$ cat config.mk
export PLATFORM = sky130hd
export DESIGN_NAME = complex_mixer
export DESIGN_NICKNAME = d
export VERILOG_FILES = /design/src/rtl/complex_mixer.sv
export SDC_FILE = /design/constraint.sdc
export NUM_CORES = 2
export LEC_CHECK = 0
export CORE_ASPECT_RATIO = 1.4
export CORE_MARGIN = 2
export CORE_UTILIZATION = 40
export CTS_CLUSTER_DIAMETER = 60
export DETAILED_ROUTE_END_ITERATION = 10
export GPL_TIMING_DRIVEN = 0
export SYNTH_ARGS = -nofsm -noshare
export SYNTH_HDL_FRONTEND = slang
export SYNTH_SLANG_ARGS = --single-unit
$ cat constraint.sdc
create_clock -name ipClk -period 19.7 [get_ports ipClk]
set_input_delay 3.94 -clock ipClk [delete_from_list [all_inputs] [get_ports ipClk]]
set_output_delay 3.94 -clock ipClk [all_outputs]
set_load 0.02 [all_outputs]
$ cat src/rtl/complex_mixer.sv
// Complex mixer: multiplies a real or complex input sample by an NCO sample (optionally
// conjugated), rounds half-up to OUT_WIDTH, saturates and counts saturated outputs.
// Pipeline: input register -> product register -> sum register -> output register,
// so opValid rises on the third edge after the edge that captured ipValid.
module complex_mixer #(
  parameter int unsigned IN_WIDTH    = 16,
  parameter int unsigned NCO_WIDTH   = 18,
  parameter int unsigned OUT_WIDTH   = 18,
  parameter int unsigned COUNT_WIDTH = 16
) (
  input  logic                   ipClk,
  input  logic                   ipReset,
  input  logic                   ipValid,
  input  logic [IN_WIDTH-1:0]    ipInputI,
  input  logic [IN_WIDTH-1:0]    ipInputQ,
  input  logic [NCO_WIDTH-1:0]   ipNCO_I,
  input  logic [NCO_WIDTH-1:0]   ipNCO_Q,
  input  logic                   ipComplex,
  input  logic                   ipConjugate,
  input  logic                   ipClearCount,
  output logic                   opValid,
  output logic [OUT_WIDTH-1:0]   opOutputI,
  output logic [OUT_WIDTH-1:0]   opOutputQ,
  output logic                   opOverflow,
  output logic [COUNT_WIDTH-1:0] opOverflowCount
);

  // Product width, sum width (one guard bit) and rounding width (one more for the +half).
  localparam int unsigned PW       = IN_WIDTH + NCO_WIDTH;
  localparam int unsigned SW       = PW + 1;
  localparam int unsigned RW       = SW + 1;
  // Products carry 2 integer bits, the output 1, so drop this many fraction bits.
  localparam int unsigned SHIFT    = IN_WIDTH + NCO_WIDTH - 1 - OUT_WIDTH;
  localparam int unsigned SHIFT_M1 = (SHIFT > 0) ? SHIFT - 1 : 0;

  localparam logic [RW-1:0]        RND     = (SHIFT > 0) ? (RW'(1) << SHIFT_M1) : '0;
  localparam logic signed [RW-1:0] SAT_MAX = (RW'(1) << (OUT_WIDTH - 1)) - RW'(1);
  localparam logic signed [RW-1:0] SAT_MIN = ~SAT_MAX;

  // Returns {saturated, value}: round half up then clamp to the output range.
  function automatic logic [OUT_WIDTH:0] round_sat(input logic signed [SW-1:0] y);
    logic signed [RW-1:0] v;
    v = {y[SW-1], y} + RND;
    v = v >>> SHIFT;
    if (v > SAT_MAX) begin
      return {1'b1, SAT_MAX[OUT_WIDTH-1:0]};
    end else if (v < SAT_MIN) begin
      return {1'b1, SAT_MIN[OUT_WIDTH-1:0]};
    end
    return {1'b0, v[OUT_WIDTH-1:0]};
  endfunction

  // Stage 1: captured sample; Q is forced to zero in real mode so one datapath serves both.
  logic                 r_s1_valid;
  logic                 r_s1_conj;
  logic [IN_WIDTH-1:0]  r_s1_ai;
  logic [IN_WIDTH-1:0]  r_s1_aq;
  logic [NCO_WIDTH-1:0] r_s1_bi;
  logic [NCO_WIDTH-1:0] r_s1_bq;

  // Stage 2: the four partial products.
  logic                 r_s2_valid;
  logic                 r_s2_conj;
  logic signed [PW-1:0] r_s2_p_ii;
  logic signed [PW-1:0] r_s2_p_qq;
  logic signed [PW-1:0] r_s2_p_iq;
  logic signed [PW-1:0] r_s2_p_qi;

  // Stage 3: exact complex sums.
  logic                 r_s3_valid;
  logic signed [SW-1:0] r_s3_yi;
  logic signed [SW-1:0] r_s3_yq;

  // Output registers.
  logic                   r_out_valid;
  logic [OUT_WIDTH-1:0]   r_out_i;
  logic [OUT_WIDTH-1:0]   r_out_q;
  logic                   r_out_ovf;
  logic [COUNT_WIDTH-1:0] r_count;
  logic [COUNT_WIDTH-1:0] w_count_d;

  // Sign-extended multiplier operands and products.
  logic signed [PW-1:0] w_ai_x;
  logic signed [PW-1:0] w_aq_x;
  logic signed [PW-1:0] w_bi_x;
  logic signed [PW-1:0] w_bq_x;
  logic signed [PW-1:0] w_p_ii;
  logic signed [PW-1:0] w_p_qq;
  logic signed [PW-1:0] w_p_iq;
  logic signed [PW-1:0] w_p_qi;

  logic signed [SW-1:0] w_x_ii;
  logic signed [SW-1:0] w_x_qq;
  logic signed [SW-1:0] w_x_iq;
  logic signed [SW-1:0] w_x_qi;
  logic signed [SW-1:0] w_yi;
  logic signed [SW-1:0] w_yq;

  logic [OUT_WIDTH:0] w_ri;
  logic [OUT_WIDTH:0] w_rq;
  logic               w_ovf;

  // Pipeline valid bits; reset discards anything in flight.
  always_ff @(posedge ipClk) begin
    if (ipReset) begin
      r_s1_valid <= 1'b0;
      r_s2_valid <= 1'b0;
      r_s3_valid <= 1'b0;
    end else begin
      r_s1_valid <= ipValid;
      r_s2_valid <= r_s1_valid;
      r_s3_valid <= r_s2_valid;
    end
  end

  // Stage 1 data capture; mode bits travel with the sample.
  always_ff @(posedge ipClk) begin
    if (ipValid) begin
      r_s1_ai   <= ipInputI;
      r_s1_aq   <= ipComplex ? ipInputQ : '0;
      r_s1_bi   <= ipNCO_I;
      r_s1_bq   <= ipNCO_Q;
      r_s1_conj <= ipConjugate;
    end
  end

  // Sign-extend to full product width so every multiply is PW x PW -> PW and exact.
  always_comb begin
    w_ai_x = {{NCO_WIDTH{r_s1_ai[IN_WIDTH-1]}}, r_s1_ai};
    w_aq_x = {{NCO_WIDTH{r_s1_aq[IN_WIDTH-1]}}, r_s1_aq};
    w_bi_x = {{IN_WIDTH{r_s1_bi[NCO_WIDTH-1]}}, r_s1_bi};
    w_bq_x = {{IN_WIDTH{r_s1_bq[NCO_WIDTH-1]}}, r_s1_bq};
    w_p_ii = w_ai_x * w_bi_x;
    w_p_qq = w_aq_x * w_bq_x;
    w_p_iq = w_ai_x * w_bq_x;
    w_p_qi = w_aq_x * w_bi_x;
  end

  // Stage 2 product registers.
  always_ff @(posedge ipClk) begin
    if (r_s1_valid) begin
      r_s2_conj <= r_s1_conj;
      r_s2_p_ii <= w_p_ii;
      r_s2_p_qq <= w_p_qq;
      r_s2_p_iq <= w_p_iq;
      r_s2_p_qi <= w_p_qi;
    end
  end

  // a*b = (ii - qq) + j(iq + qi); a*conj(b) = (ii + qq) + j(qi - iq).
  always_comb begin
    w_x_ii = {r_s2_p_ii[PW-1], r_s2_p_ii};
    w_x_qq = {r_s2_p_qq[PW-1], r_s2_p_qq};
    w_x_iq = {r_s2_p_iq[PW-1], r_s2_p_iq};
    w_x_qi = {r_s2_p_qi[PW-1], r_s2_p_qi};
    if (r_s2_conj) begin
      w_yi = w_x_ii + w_x_qq;
      w_yq = w_x_qi - w_x_iq;
    end else begin
      w_yi = w_x_ii - w_x_qq;
      w_yq = w_x_iq + w_x_qi;
    end
  end

  // Stage 3 sum registers.
  always_ff @(posedge ipClk) begin
    if (r_s2_valid) begin
      r_s3_yi <= w_yi;
      r_s3_yq <= w_yq;
    end
  end

  // Round, saturate and work out the next overflow count.
  always_comb begin
    w_ri  = round_sat(r_s3_yi);
    w_rq  = round_sat(r_s3_yq);
    w_ovf = r_s3_valid & (w_ri[OUT_WIDTH] | w_rq[OUT_WIDTH]);
    w_count_d = r_count;
    if (ipClearCount) begin
      w_count_d = w_ovf ? COUNT_WIDTH'(1) : '0;
    end else if (w_ovf && !(&r_count)) begin
      w_count_d = r_count + COUNT_WIDTH'(1);
    end
  end

  // Output registers: data holds between valid samples, overflow flag only lives with opValid.
  always_ff @(posedge ipClk) begin
    if (ipReset) begin
      r_out_valid <= 1'b0;
      r_out_i     <= '0;
      r_out_q     <= '0;
      r_out_ovf   <= 1'b0;
      r_count     <= '0;
    end else begin
      r_out_valid <= r_s3_valid;
      r_out_ovf   <= w_ovf;
      r_count     <= w_count_d;
      if (r_s3_valid) begin
        r_out_i <= w_ri[OUT_WIDTH-1:0];
        r_out_q <= w_rq[OUT_WIDTH-1:0];
      end
    end
  end

  assign opValid         = r_out_valid;
  assign opOutputI       = r_out_i;
  assign opOutputQ       = r_out_q;
  assign opOverflow      = r_out_ovf;
  assign opOverflowCount = r_count;

endmodule
* Word-level counts from Yosys, hierarchy flattened
Cells that the tools add are included.
Operators by class: add/sub/neg operators 7, $mul 4, magnitude comparators 4, mux-type cells 15, bitwise operators 2, reduce and logical (&&, ||, !) cells 4
Operators with widths (count):
- $mul A16 B18 Y34 | 4
- $mux W19 | 6
- $add A35 B16 Y36 const B | 2
- $add A34 B34 Y35 | 2
- $mux W35 | 2
- $sub A34 B34 Y35 | 2
- $gt A21 B18 Y1 const B | 2
- $lt A21 B18 Y1 const B | 2
- $mux W16 | 2
- $add A16 B1 Y16 const B | 1
- $reduce_and A16 Y1 | 1
- $mux W1 | 5
- $reduce_bool A2 Y1 | 1
- $and A1 B1 Y1 | 1
- $logic_and A1 B1 Y1 | 1
- $logic_not A1 Y1 | 1
- $or A1 B1 Y1 | 1
Word-level totals: register bits after elaboration 333, bits of input ports 74, output and inout bits 54, logic and storage cells 56

* Logic depth before layout (Yosys ltp)
depth in word-level cells 10, gate-level depth with buffers 26, depth with buffers taken out 24

* Worst setup path before layout
Ideal clock, no wire load.
path type reg-to-reg, from register r_s1_aq[7], to register r_s2_p_qq[33], data pin, library setup time 259 ps, arrival 6259 ps, required time 19441 ps, path slack 13182 ps, stages on the path, launching flop included 25, path buffers 2, clock period less this slack 6518 ps, cell sequence edfxtp_1 -> clkbuf_1 -> clkbuf_1 -> nand2_1 -> fa_1 -> inv_1 -> fa_1 -> inv_1 -> fa_1 -> inv_1 -> fa_1 -> fa_1 -> inv_1 -> fa_1 -> inv_1 -> ha_1 -> nand3_1 -> a2111oi_1 -> a211oi_2 -> o2111ai_1 -> nand2_1 -> o311ai_1 -> a221oi_1 -> o21bai_1 -> xnor2_1
On the way: cells in the longest elaborated chain, start to end 1
RTL lines:
- from (decl) | RTL line 57 | logic [IN_WIDTH-1:0] r_s1_aq;
- from (signal assigned) | RTL line 120 | r_s1_aq <= ipComplex ? ipInputQ : '0;
- $mul A16 B18 Y34 | RTL line 134 | w_p_qq = w_aq_x * w_bq_x;
- via w_p_qq[33] | RTL line 88 | logic signed [PW-1:0] w_p_qq;
- to (signal assigned) | RTL line 144 | r_s2_p_qq <= w_p_qq;
- to (decl) | RTL line 65 | logic signed [PW-1:0] r_s2_p_qq;
The timed path passes the listed nets, and every way through them passes these cells. A chain may end at the register's enable or synchronous reset.

* Worst setup path in the final report
from register r_s1_aq[8], to register r_s2_p_qq[32], data pin
The elaborated chain is that of the path after synthesis.

==> qor.csv <==
stage,metric,value,unit
timing,worst setup slack after layout,10600,ps
finish,layout net count,7843,
critical_path,Required @ worst endpoint,20010,ps
timing,Slew HR,-0.0194,
run_status,outcome,"complete, but fails checks",
cts,post_cts resized,0,
finish,Post-Route Utilization,0.440,
drt,post-route ant nets,0,
synth,Syn Area/Cell,9.54,um^2
cts,CTS tree,done,
place,Post-Place Cells,8059,
synth,top_reg_cell synth,edfxtp_1,
drt,vias after detailed routing,42600,
place,port bufs,126,
timing,fmax,110,MHz
synth,Mapped Area,57400,um^2
drt,TritonRoute pass-1 iters,6,
synth,Ys Warns,0,
cts,clk_lat worst skew,690,ps
drt,routed wl met3,16900,um
timing,RSZ-0062 raised after global routing,false,
cts,CTS H-tree lvls,2,
global_route,GRT Total Usage,0.267,
cts,clock net sink count,305,
timing,post-route minimum period,9100,ps
place,post-DP HPWL,158000,um
timing,final slew viol count,11,
timing,actual slew at the worst max-slew pin,1530,ps
cts,CTS Hold Bufs,0,
synth,Mapped Nets,7671,
timing,final setup skew,94.2,ps
min_path,Min-Delay Path Class,register to register,
drt,via/cell ratio,5.23,
synth,cells after synthesis,6022,
global_route,first-pass GRT wire length,282000,um
global_route,grt ovf,0,
die,# IOs,128,
drt,met2 routed WL,88100,um
timing,period utilization,0.462,
cts,Max clock buf depth,3,
synth,ys async rst share,0,
synth,"Seq/Total Area, Yosys",0.150,
drt,DRC,0,
timing,Final Hold Vio Count,0,
global_route,number of global-route vias before repair,45100,
die,Die Wd,324,um
global_route,largest net degree at the start of global routing,73,
job,max_cap viols,1,
critical_path,critical path endpoint category,register,
die,starting density of the core,0.403,
timing,endpoints failing setup,0,
drt,top sig layer,met5,
timing,setup_tns,0,ps
place,placer congestion estimate,0.996,
critical_path,CP Class,register to register,
cts,cts bufs inserted,42,
place,Place WS,11090,ps
cts,Root Buffer,clkbuf_16,
critical_path,Setup crit start kind,register,
die,Core ar.,143000,um^2
drt,met1 WL,68300,um
run_status,failing checks,"max-capacitance violations, max-slew violations",
finish,layout cell share with drive strength beyond 1,0.0157,
die,die area,147000,um^2
critical_path,Critical Path AT,9410,ps
die,die height,452,um
finish,fill cell count,14000,
drt,DRT iter0 DRCs,3267,
die,FP Rows,164,
cts,Worst-path clk slew,60,ps
global_route,initial antenna violation count,41,
synth,Post-synth EDFFs,248,
cts,Setup Buffers After CTS,0,
synth,#FFs+latches synth,305,
finish,P&R area growth vs syn,9.16,%
drt,wire per inst,23.4,um
finish,non-filler cells in the finished layout,8152,
drt,final WL,191000,um
synth,synth unique cells,76,
critical_path,Critical Path Fanout Max,10,
[state kept, by name, summed over array words and instances (netlist names)]
name	cells
r_s2_p_ii	34
r_s2_p_iq	34
r_s2_p_qi	34
r_s2_p_qq	34
r_s3_yi	21
r_s3_yq	21
opOutputI	18
opOutputQ	18
r_s1_bi	18
r_s1_bq	18
opOverflowCount	16
r_s1_ai	16
r_s1_aq	16
opOverflow	1
opValid	1
r_s1_conj	1
r_s1_valid	1
r_s2_conj	1
r_s2_valid	1
r_s3_valid	1
[per-stage QoR]
stage               cell area [um^2]  hold slack [ps]
floorplan                      57400              400
detailed placement             61100              411
global placement               61100              421
finish                         62700              394
CTS                            62600              396
global route                   62600              424
[layout make-up]
class,instances,area (um^2),share of cell area
timing repair buffer,128,1310,0.0210
tap,1909,2390,0.0381
buffer,257,983,0.0157
inverter,1338,5020,0.0801
clock buffer,45,1060,0.0169
sequential,305,8590,0.137
clock inverter,32,449,0.00717
multi-input combinational,4122,42800,0.683
antenna,16,40.0,0.000639
[critical path, cell delays in order, from the launching register on]
cell and delay (ps):
edfxtp_1 310, clkbuf_1 730, clkbuf_1 610, nand2_1 170
fa_1 550, inv_1 50, fa_1 530, inv_1 70
fa_1 520, inv_1 50, fa_1 450, fa_1 500
inv_1 50, fa_1 470, inv_1 40, ha_1 360
nand3_1 190, a2111oi_1 630, a21oi_1 230, o211ai_1 500
a21oi_1 190, o2111ai_1 410, nand3_1 170, a31oi_1 950
[metal layers]
| layer | global-route usage | vias up |
|---|---|---|
| met5 | 0 | - |
| met4 | 0.194 | 14 |
| met3 | 0.0540 | 492 |
| met1 | 0.314 | 21600 |
| li1 | - | 18600 |
| met2 | 0.434 | 1867 |
[Yosys cell counts (4+ instances only)]
cell          n  area, um^2
edfxtp_1    248        7450
and3_1       27         169
nand2_1     646        2420
a21boi_0      4        30.0
nor3_1       49         245
o21a_1       23         173
nor2b_1      20         125
a211oi_1     22         165
a21oi_1     172         861
o211ai_1     16         120
o2111ai_1     5        43.8
or3_1         6        37.5
nand4_1      22         138
xnor2_1     199        1740
nor3b_1       4        30.0
nor4_1       16         100
ha_1        415        5190
inv_1      1337        5020
a221oi_1      4        35.0
xor2_1      100         876
o21bai_1     29         218
o31ai_1       8        60.1
a21o_1       63         473
o21ai_0      77         385
fa_1       1160       23200
a31oi_1      20         125
a211o_1       4        35.0
dfxtp_1      57        1140
o22ai_1      37         231
and4_1        7        61.3
buf_1        11        41.3
or2_2         4        25.0
nand3_1      45         225
nand2b_1     29         181
a311oi_1      5        43.8
nor2_1      271        1020
and2_1      562        3520
clkbuf_1    241         905
[final timing paths]
check,start,endpoint,slack [ps],cells after the start
max reg2reg,r_s1_aq[8]$_SDFFCE_PN0P_,r_s2_p_qq[32]$_DFFE_PP_,10600,23
min,r_s1_conj$_DFFE_PP_,r_s2_conj$_DFFE_PP_,390,0
max,r_s1_aq[8]$_SDFFCE_PN0P_,r_s2_p_qq[32]$_DFFE_PP_,10600,23
min reg2reg,r_s1_conj$_DFFE_PP_,r_s2_conj$_DFFE_PP_,390,0
[placed cells by master, fill, tap and decap left out, types with 49 or more instances in the layout]
master	count
nand2_1	646
xnor2_1	199
a21oi_1	172
inv_1	1337
xor2_1	100
dfxtp_1	55
fa_1	1160
clkbuf_1	244
and2_1	562
nor3_1	49
edfxtp_1	248
nor2_1	271
ha_1	415
clkdlybuf4s50_1	125
a21o_1	63
o21ai_0	77
[logic make-up (layout without fill, tap and decap cells)]
group           count (synthesis)  after routing  share of synthesized area
xor+xnor                      299            299                     0.0456
compound gates                524            524                     0.0580
fa+ha+maj                    1575           1575                      0.495
buf+inv                      1595           1800                      0.105
flops                         305            305                      0.150
other cells                     0             16                          0
simple gates                 1722           1722                      0.147
mux                             2              2                   0.000370
Power is left out: the tool's default activity adds up to more than one toggle a clock period on the data nets, which glitch-free logic cannot reach.
